$ cat config.mk
export PLATFORM = sky130hd
export DESIGN_NAME = eth_frame_loop_tx_flat
export DESIGN_NICKNAME = d
export VERILOG_FILES = /design/src/rtl/eth_frame_loop_pkg.sv /design/src/rtl/eth_frame_loop_tx_if.sv /design/src/rtl/eth_frame_loop_tx.sv /design/src/flat_wrapper.sv
export SDC_FILE = /design/constraint.sdc
export NUM_CORES = 1
export LEC_CHECK = 0
export ABC_AREA = 1
export CAP_MARGIN = 10
export CORE_MARGIN = 2
export CORE_UTILIZATION = 30
export CTS_CLUSTER_DIAMETER = 120
export DETAILED_ROUTE_END_ITERATION = 8
export DONT_BUFFER_PORTS = 1
export SLEW_MARGIN = 20
export SYNTH_ARGS = -nofsm -noshare
export SYNTH_HDL_FRONTEND = slang
export SYNTH_SLANG_ARGS = --single-unit
$ cat constraint.sdc
create_clock -name clk -period 2.3 [get_ports clk]
set_clock_uncertainty 0.15 [all_clocks]
set_input_delay 0.23 -clock clk [delete_from_list [all_inputs] [get_ports clk]]
set_output_delay 0.23 -clock clk [all_outputs]
set_load 0.1 [all_outputs]
$ cat src/rtl/eth_frame_loop_pkg.sv
// Shared definitions for the frame loopback transmitter: control-word layout,
// FSM state encoding and the unpacked control record.
package eth_frame_loop_pkg;

  localparam int unsigned CTL_W        = 40;
  localparam int unsigned CSUM_VAL_LSB = 17;
  localparam int unsigned CSUM_VAL_W   = 16;
  localparam int unsigned CSUM_POS_LSB = 2;
  localparam int unsigned CSUM_POS_W   = 15;
  localparam int unsigned DROP_BIT     = 1;
  localparam int unsigned FCS_BIT      = 0;

  localparam logic [CSUM_POS_W-1:0] IDX_MAX = '1;

  typedef enum logic [1:0] {
    ST_WAIT_CTL,
    ST_FORWARD,
    ST_DISCARD
  } state_t;

  typedef struct packed {
    logic [CSUM_VAL_W-1:0] csum_val;
    logic [CSUM_POS_W-1:0] csum_pos;
    logic                  drop;
    logic                  fcs_invalid;
  } ctl_t;

  function automatic ctl_t unpack_ctl(input logic [CTL_W-1:0] w);
    ctl_t c;
    c.csum_val    = w[CSUM_VAL_LSB +: CSUM_VAL_W];
    c.csum_pos    = w[CSUM_POS_LSB +: CSUM_POS_W];
    c.drop        = w[DROP_BIT];
    c.fcs_invalid = w[FCS_BIT];
    return c;
  endfunction

endpackage

$ cat src/rtl/eth_frame_loop_tx_if.sv
// Stream bundle for eth_frame_loop_tx: control stream, frame stream and MAC-side
// output stream. slave = the transmitter's view, master = the surrounding logic.
interface eth_frame_loop_tx_if;
  import eth_frame_loop_pkg::*;

  logic [CTL_W-1:0] s_axis_ctl_tdata;
  logic             s_axis_ctl_tvalid;
  logic             s_axis_ctl_tready;

  logic [7:0]       s_axis_frame_tdata;
  logic             s_axis_frame_tlast;
  logic             s_axis_frame_tvalid;
  logic             s_axis_frame_tready;

  logic [7:0]       m_axis_tdata;
  logic             m_axis_tuser;
  logic             m_axis_tlast;
  logic             m_axis_tvalid;
  logic             m_axis_tready;

  modport slave (
    input  s_axis_ctl_tdata, s_axis_ctl_tvalid,
    output s_axis_ctl_tready,
    input  s_axis_frame_tdata, s_axis_frame_tlast, s_axis_frame_tvalid,
    output s_axis_frame_tready,
    output m_axis_tdata, m_axis_tuser, m_axis_tlast, m_axis_tvalid,
    input  m_axis_tready
  );

  modport master (
    output s_axis_ctl_tdata, s_axis_ctl_tvalid,
    input  s_axis_ctl_tready,
    output s_axis_frame_tdata, s_axis_frame_tlast, s_axis_frame_tvalid,
    input  s_axis_frame_tready,
    input  m_axis_tdata, m_axis_tuser, m_axis_tlast, m_axis_tvalid,
    output m_axis_tready
  );

endinterface

$ cat src/rtl/eth_frame_loop_tx.sv
// Frame loopback transmitter: per-frame control word selects forward (with optional
// 16-bit checksum overwrite and FCS-corrupt flag) or discard; zero-latency data path.
module eth_frame_loop_tx
  import eth_frame_loop_pkg::*;
(
  input  logic                clk,
  input  logic                rst,
  eth_frame_loop_tx_if.slave  bus,
  output logic [31:0]         tx_frames,
  output logic [31:0]         drop_frames
);

  state_t                state_q, state_d;
  ctl_t                  ctl_q, ctl_d;
  logic [CSUM_POS_W-1:0] idx_q, idx_d;
  logic [31:0]           tx_frames_q, tx_frames_d;
  logic [31:0]           drop_frames_q, drop_frames_d;

  logic                  ctl_tready;
  logic                  frame_tready;
  logic                  m_tvalid;
  logic                  m_tlast;
  logic                  m_tuser;
  logic [7:0]            m_tdata;
  logic [CSUM_POS_W-1:0] idx_inc;
  logic [CSUM_POS_W:0]   pos_ext;
  logic [CSUM_POS_W:0]   idx_ext;
  logic                  csum_en;
  logic                  unused_bits;

  // Upper control bits and the latched drop flag carry no downstream meaning.
  always_comb unused_bits = ^{bus.s_axis_ctl_tdata[CTL_W-1:CSUM_VAL_LSB+CSUM_VAL_W], ctl_q.drop};

  always_comb begin
    idx_inc = (idx_q == IDX_MAX) ? idx_q : idx_q + 1'b1;
    pos_ext = {1'b0, ctl_q.csum_pos};
    idx_ext = {1'b0, idx_q};
    csum_en = (ctl_q.csum_pos != '0);
  end

  always_comb begin
    state_d       = state_q;
    ctl_d         = ctl_q;
    idx_d         = idx_q;
    tx_frames_d   = tx_frames_q;
    drop_frames_d = drop_frames_q;
    ctl_tready    = 1'b0;
    frame_tready  = 1'b0;
    m_tvalid      = 1'b0;
    m_tlast       = 1'b0;
    m_tuser       = 1'b0;
    m_tdata       = '0;

    unique case (state_q)
      ST_WAIT_CTL: begin
        ctl_tready = 1'b1;
        if (bus.s_axis_ctl_tvalid) begin
          ctl_d   = unpack_ctl(bus.s_axis_ctl_tdata);
          idx_d   = '0;
          state_d = ctl_d.drop ? ST_DISCARD : ST_FORWARD;
        end
      end

      ST_FORWARD: begin
        m_tvalid     = bus.s_axis_frame_tvalid;
        frame_tready = bus.m_axis_tready;
        m_tlast      = bus.s_axis_frame_tlast;
        m_tuser      = bus.s_axis_frame_tlast & ctl_q.fcs_invalid;
        // Positions past the frame end never match an emitted index, so short frames truncate naturally.
        if (csum_en && idx_ext == pos_ext) begin
          m_tdata = ctl_q.csum_val[15:8];
        end else if (csum_en && idx_ext == pos_ext + 1'b1) begin
          m_tdata = ctl_q.csum_val[7:0];
        end else begin
          m_tdata = bus.s_axis_frame_tdata;
        end
        if (bus.s_axis_frame_tvalid && bus.m_axis_tready) begin
          idx_d = idx_inc;
          if (bus.s_axis_frame_tlast) begin
            tx_frames_d = tx_frames_q + 32'd1;
            state_d     = ST_WAIT_CTL;
          end
        end
      end

      ST_DISCARD: begin
        frame_tready = 1'b1;
        if (bus.s_axis_frame_tvalid) begin
          idx_d = idx_inc;
          if (bus.s_axis_frame_tlast) begin
            drop_frames_d = drop_frames_q + 32'd1;
            state_d       = ST_WAIT_CTL;
          end
        end
      end

      default: state_d = ST_WAIT_CTL;
    endcase

    // Outputs are forced quiet for the whole reset cycle, not just after the edge.
    if (rst) begin
      ctl_tready   = 1'b0;
      frame_tready = 1'b0;
      m_tvalid     = 1'b0;
      m_tlast      = 1'b0;
      m_tuser      = 1'b0;
      m_tdata      = '0;
    end
  end

  always_ff @(posedge clk) begin
    if (rst) begin
      state_q       <= ST_WAIT_CTL;
      ctl_q         <= '0;
      idx_q         <= '0;
      tx_frames_q   <= '0;
      drop_frames_q <= '0;
    end else begin
      state_q       <= state_d;
      ctl_q         <= ctl_d;
      idx_q         <= idx_d;
      tx_frames_q   <= tx_frames_d;
      drop_frames_q <= drop_frames_d;
    end
  end

  assign bus.s_axis_ctl_tready   = ctl_tready;
  assign bus.s_axis_frame_tready = frame_tready;
  assign bus.m_axis_tvalid       = m_tvalid;
  assign bus.m_axis_tlast        = m_tlast;
  assign bus.m_axis_tuser        = m_tuser;
  assign bus.m_axis_tdata        = m_tdata;
  assign tx_frames               = rst ? '0 : tx_frames_q;
  assign drop_frames             = rst ? '0 : drop_frames_q;

endmodule
$ cat src/flat_wrapper.sv
// flat-port wrapper written by rule: the top's interface ports become plain ports
module eth_frame_loop_tx_flat import eth_frame_loop_pkg::*;
  (clk, rst, tx_frames, drop_frames, bus_s_axis_ctl_tdata, bus_s_axis_ctl_tvalid, bus_s_axis_ctl_tready, bus_s_axis_frame_tdata, bus_s_axis_frame_tlast, bus_s_axis_frame_tvalid, bus_s_axis_frame_tready, bus_m_axis_tdata, bus_m_axis_tuser, bus_m_axis_tlast, bus_m_axis_tvalid, bus_m_axis_tready);
  eth_frame_loop_tx_if bus_i ();
  input  logic clk;
  input  logic rst;
  output logic [31:0] tx_frames;
  output logic [31:0] drop_frames;
  input wire logic [$bits(bus_i.s_axis_ctl_tdata)-1:0] bus_s_axis_ctl_tdata;
  input wire logic [$bits(bus_i.s_axis_ctl_tvalid)-1:0] bus_s_axis_ctl_tvalid;
  output wire logic [$bits(bus_i.s_axis_ctl_tready)-1:0] bus_s_axis_ctl_tready;
  input wire logic [$bits(bus_i.s_axis_frame_tdata)-1:0] bus_s_axis_frame_tdata;
  input wire logic [$bits(bus_i.s_axis_frame_tlast)-1:0] bus_s_axis_frame_tlast;
  input wire logic [$bits(bus_i.s_axis_frame_tvalid)-1:0] bus_s_axis_frame_tvalid;
  output wire logic [$bits(bus_i.s_axis_frame_tready)-1:0] bus_s_axis_frame_tready;
  output wire logic [$bits(bus_i.m_axis_tdata)-1:0] bus_m_axis_tdata;
  output wire logic [$bits(bus_i.m_axis_tuser)-1:0] bus_m_axis_tuser;
  output wire logic [$bits(bus_i.m_axis_tlast)-1:0] bus_m_axis_tlast;
  output wire logic [$bits(bus_i.m_axis_tvalid)-1:0] bus_m_axis_tvalid;
  input wire logic [$bits(bus_i.m_axis_tready)-1:0] bus_m_axis_tready;
  assign bus_i.s_axis_ctl_tdata = bus_s_axis_ctl_tdata;
  assign bus_i.s_axis_ctl_tvalid = bus_s_axis_ctl_tvalid;
  assign bus_s_axis_ctl_tready = bus_i.s_axis_ctl_tready;
  assign bus_i.s_axis_frame_tdata = bus_s_axis_frame_tdata;
  assign bus_i.s_axis_frame_tlast = bus_s_axis_frame_tlast;
  assign bus_i.s_axis_frame_tvalid = bus_s_axis_frame_tvalid;
  assign bus_s_axis_frame_tready = bus_i.s_axis_frame_tready;
  assign bus_m_axis_tdata = bus_i.m_axis_tdata;
  assign bus_m_axis_tuser = bus_i.m_axis_tuser;
  assign bus_m_axis_tlast = bus_i.m_axis_tlast;
  assign bus_m_axis_tvalid = bus_i.m_axis_tvalid;
  assign bus_i.m_axis_tready = bus_m_axis_tready;
  eth_frame_loop_tx u_core (.clk(clk), .rst(rst), .bus(bus_i), .tx_frames(tx_frames), .drop_frames(drop_frames));
endmodule
==> metrics.cfg <==
[cts]
clock_latency_ns = 0.42
path_clk_slew_ns = 0.06
clock-root-buffer = clkbuf_16
clk_path_buf_depth = 2
clock-sinks = 113
htree_levels = 4
numCtsBuffers = 17
cts_tree = done

[timing]
setup_ws_ns = -0.455
fmax_mhz = 363
fin_crit_ns = 2.76
finalMaxSlewViolations = 0
tightestPinTransition_ns = 0.574
hold_ws_ns = -0.0116
slew_headroom = 0.617
setup_violations = 8
timing.final.crit_share = 1.20
rsz0062_at_grt = yes
hold_viol = 2

[route]
drt_iter0_drc = 419
drc = 0
drt-pass1-iter-count = 5
vias_per_cell = 4.72
wirelength_um = 20200
wire_per_inst_um = 13.5
final_antenna_net_count = 0
vias = 7076

[min_path]
hold_depth = 4
hp-start = bus_s_axis_frame_tvalid
whs_endpoint = u_core.drop_frames_q[3]
hold_path_class = primary input to flop

[setup_path]
rr_worst_depth = 9
cp_max_fo = 8
cp-end-kind = output pin
regToRegSetupSlack_ns = 0.12
required_ns = 1.92
crit_buf_inv = 2
cp_top_family = simple AND/OR/NAND/NOR gates
crit_slowest_cell = dfxtp_4
path_cells = ha_4, nand3_2, nor2_4, nand2_2, nand2_1, nand2_1, nor2_1, nand2_2, nor2_8, buf_6, nand3_1, nand2_2, a21oi_4, buf_12
path_common_cell = nand2_2
startpoint_type = flop
reg2reg_from = u_core.state_q[1]
arrival_ns = 2.38
r2r-end = u_core.idx_q[2]
criticalPathCategory = flop to output pin
startpoint = u_core.ctl_q[2]
slowest_delay_ns = 0.38

[layout]
utilization = 0.434
area_delta_synth_final_pct = 41.1
antenna_cells = 0
fillers = 2269
fin_nets = 1270
drive_above_1_share = 0.281

[logic_synthesis]
yosys-top-cells-area = dfxtp_1, nor2_1, nand2_1
ys_ff_latch = 113
synth_warnings = 0
yosys.cell_types.count = 42
postSynthCellCount = 1051
syn_nets = 1114
async_flop_share = 0
yosysTopAreaCellShare = 0.334
synth_edf_count = 0
synth_area_mm2 = 0.00678
yosysSeqAreaShare = 0.334
synthFlopType = dfxtp_1
synth_area_per_cell_um2 = 6.45
synth_top_area_cell = dfxtp_1

[pwr]
clkPwrFrac = 0.429
p_leak_uw = 0.00370
pwr-share-comb = 0.218
p_seq_frac = 0.353
power.net_switching_uw = 1890
internal-power_uw = 4310
swShare = 0.305
ir_drop_uv = 362
power_density_mw_per_mm2 = 648

[floorplanning]
dieArea_mm2 = 0.0238
core_region_area_mm2 = 0.0220
initial_core_util = 0.308
boundaryPins = 131
die_h_um = 154
die_x_um = 154
num_rows = 54

[grt]
antenna_found_initial = 0
grt-ovfl-total = 0
grt_max_degree = 70
grtUsageTotal = 0.170
grt_pass1_wl_um = 33100
grt_pass1_vias = 6732

[run_status]
outcome = complete, but fails checks
violations = negative hold slack, negative setup slack

[placement]
dp_hpwl_um = 14700
gp_congestion = 0.864
port_buffers = 0
place_ws_ns = -0.149

[job]
maxCapViolations = 0

logic make-up after synthesis:
group / Yosys count / share of synthesized area
buf+inv: 191 / 0.107
flops: 113 / 0.334
fa+ha+maj: 9 / 0.0166
xor+xnor: 25 / 0.0323
simple gates: 537 / 0.371
compound gates: 176 / 0.139
synthesized netlist by cell type (2+ instances only):
cell      number
nand3_2        7
o21ai_1       15
nor2_2        12
nor3_1        43
dfxtp_1      113
nand4_2        2
nor4_1         9
nor3b_1        3
xor2_1        17
o21ai_0       67
nor2_8         3
nor3_2         6
inv_1        155
a21oi_2        8
nand2_2        6
buf_1          3
nand3_1       40
a21oi_1       74
nor2_4         5
o21bai_1       3
nand4_1       22
nor2_1       192
ha_1           9
nand2_1      179
buf_2          4
inv_2          6
nand3_4        2
xnor2_1        8
clkbuf_1      22
a211oi_1       4
metal layers:
metal,vias to the layer above,global-route usage,routed length (um)
met4,0,0.0516,293
met3,22,0.0378,988
met2,160,0.280,9400
li1,3685,-,-
met1,3209,0.223,9550
met5,-,0,0
power by group through the flow:
stage / registers, uW / clock network, uW / logic, uW
2_1_floorplan: 2190 / 0 / 845
3_3_place_gp: 2210 / 0 / 1180
3_5_place_dp: 2220 / 0 / 1180
4_1_cts: 2180 / 2720 / 1280
5_1_grt: 2200 / 2810 / 1480
6_report: 2190 / 2660 / 1350
what timing repair did:
item / in CTS / in global routing
resized for setup: 16 / 35
pin swaps: 19 / 8
buffers inserted: 1 / 0
endpoints found under the hold margin: 65 / 2
hold buffers: 37 / 1
endpoints found under the setup margin: 10 / 47
sequential cells by signal (all words and copies together), names as in the netlist:
| signal | count |
|---|---|
| u_core.drop_frames_q | 32 |
| u_core.state_q | 2 |
| u_core.tx_frames_q | 32 |
| u_core.ctl_q | 32 |
| u_core.idx_q | 15 |
placed cells by master, fill, tap and decap left out, types with 2 or more instances in the layout:
cell type	count
o21bai_1	3
nand2_1	159
nor4_1	9
inv_2	10
dfxtp_1	106
bufinv_16	3
ha_4	3
clkinv_2	7
nand2_4	4
a21oi_1	74
nor3_2	9
a211oi_1	4
o21ai_1	16
clkbuf_16	17
nand4_2	2
nor2_1	118
nor2_2	85
xor2_1	17
o21ai_0	66
nand3_1	38
nand3_4	3
inv_4	2
nor2_8	3
ha_1	5
dfxtp_2	5
nor3_1	38
nand4_1	22
buf_4	115
buf_6	4
a21oi_4	8
inv_1	149
xnor2_1	7
nand2_2	22
nor3_4	3
buf_12	10
nor2_4	6
dlygate4sd3_1	37
dfxtp_4	2
nand3_2	8
nor3b_1	2
worst max path at each step:
stage | endpoint | slack, ns | depth (start not counted)
floorplan | bus_m_axis_tdata[0] | -0.25 | 15
global placement | bus_m_axis_tdata[3] | -0.13 | 15
detailed placement | bus_m_axis_tdata[1] | -0.15 | 14
CTS | bus_m_axis_tdata[3] | -0.47 | 16
global route | bus_m_axis_tdata[5] | -0.63 | 16
finish | bus_m_axis_tdata[6] | -0.46 | 14
tightest hold or removal path, stage by stage:
cell and delay [ns]:
nand3_4 0.10, nor2_2 0.06, inv_2 0.05, a21oi_1 0.06
metrics by stage:
step | hold slack (ns) | total power (uW) | area [um^2] | TNS (ns) | cells
after detailed placement | 0.196 | 3400 | 8380 | -1.12 | 1429
after floorplan | 0.240 | 3030 | 6910 | -2.01 | 1051
after global routing | 0.0172 | 6500 | 9560 | -4.98 | 1499
after global placement | 0.200 | 3390 | 8380 | -0.973 | 1429
final | -0.0116 | 6200 | 9560 | -3.56 | 1499
after CTS | 0.0207 | 6190 | 9420 | -3.73 | 1498
area by class of cell:
| class | instances | area [um^2] | area share |
|---|---|---|---|
| clock buffers | 19 | 443 | 0.0463 |
| multi-input cells | 747 | 4260 | 0.445 |
| flip-flops and latches | 113 | 2280 | 0.238 |
| clock inverters | 12 | 141 | 0.0148 |
| inverters | 162 | 613 | 0.0641 |
| repair buffers | 166 | 1480 | 0.155 |
| well taps | 280 | 350 | 0.0366 |
(Power assumes the default switching activity.)
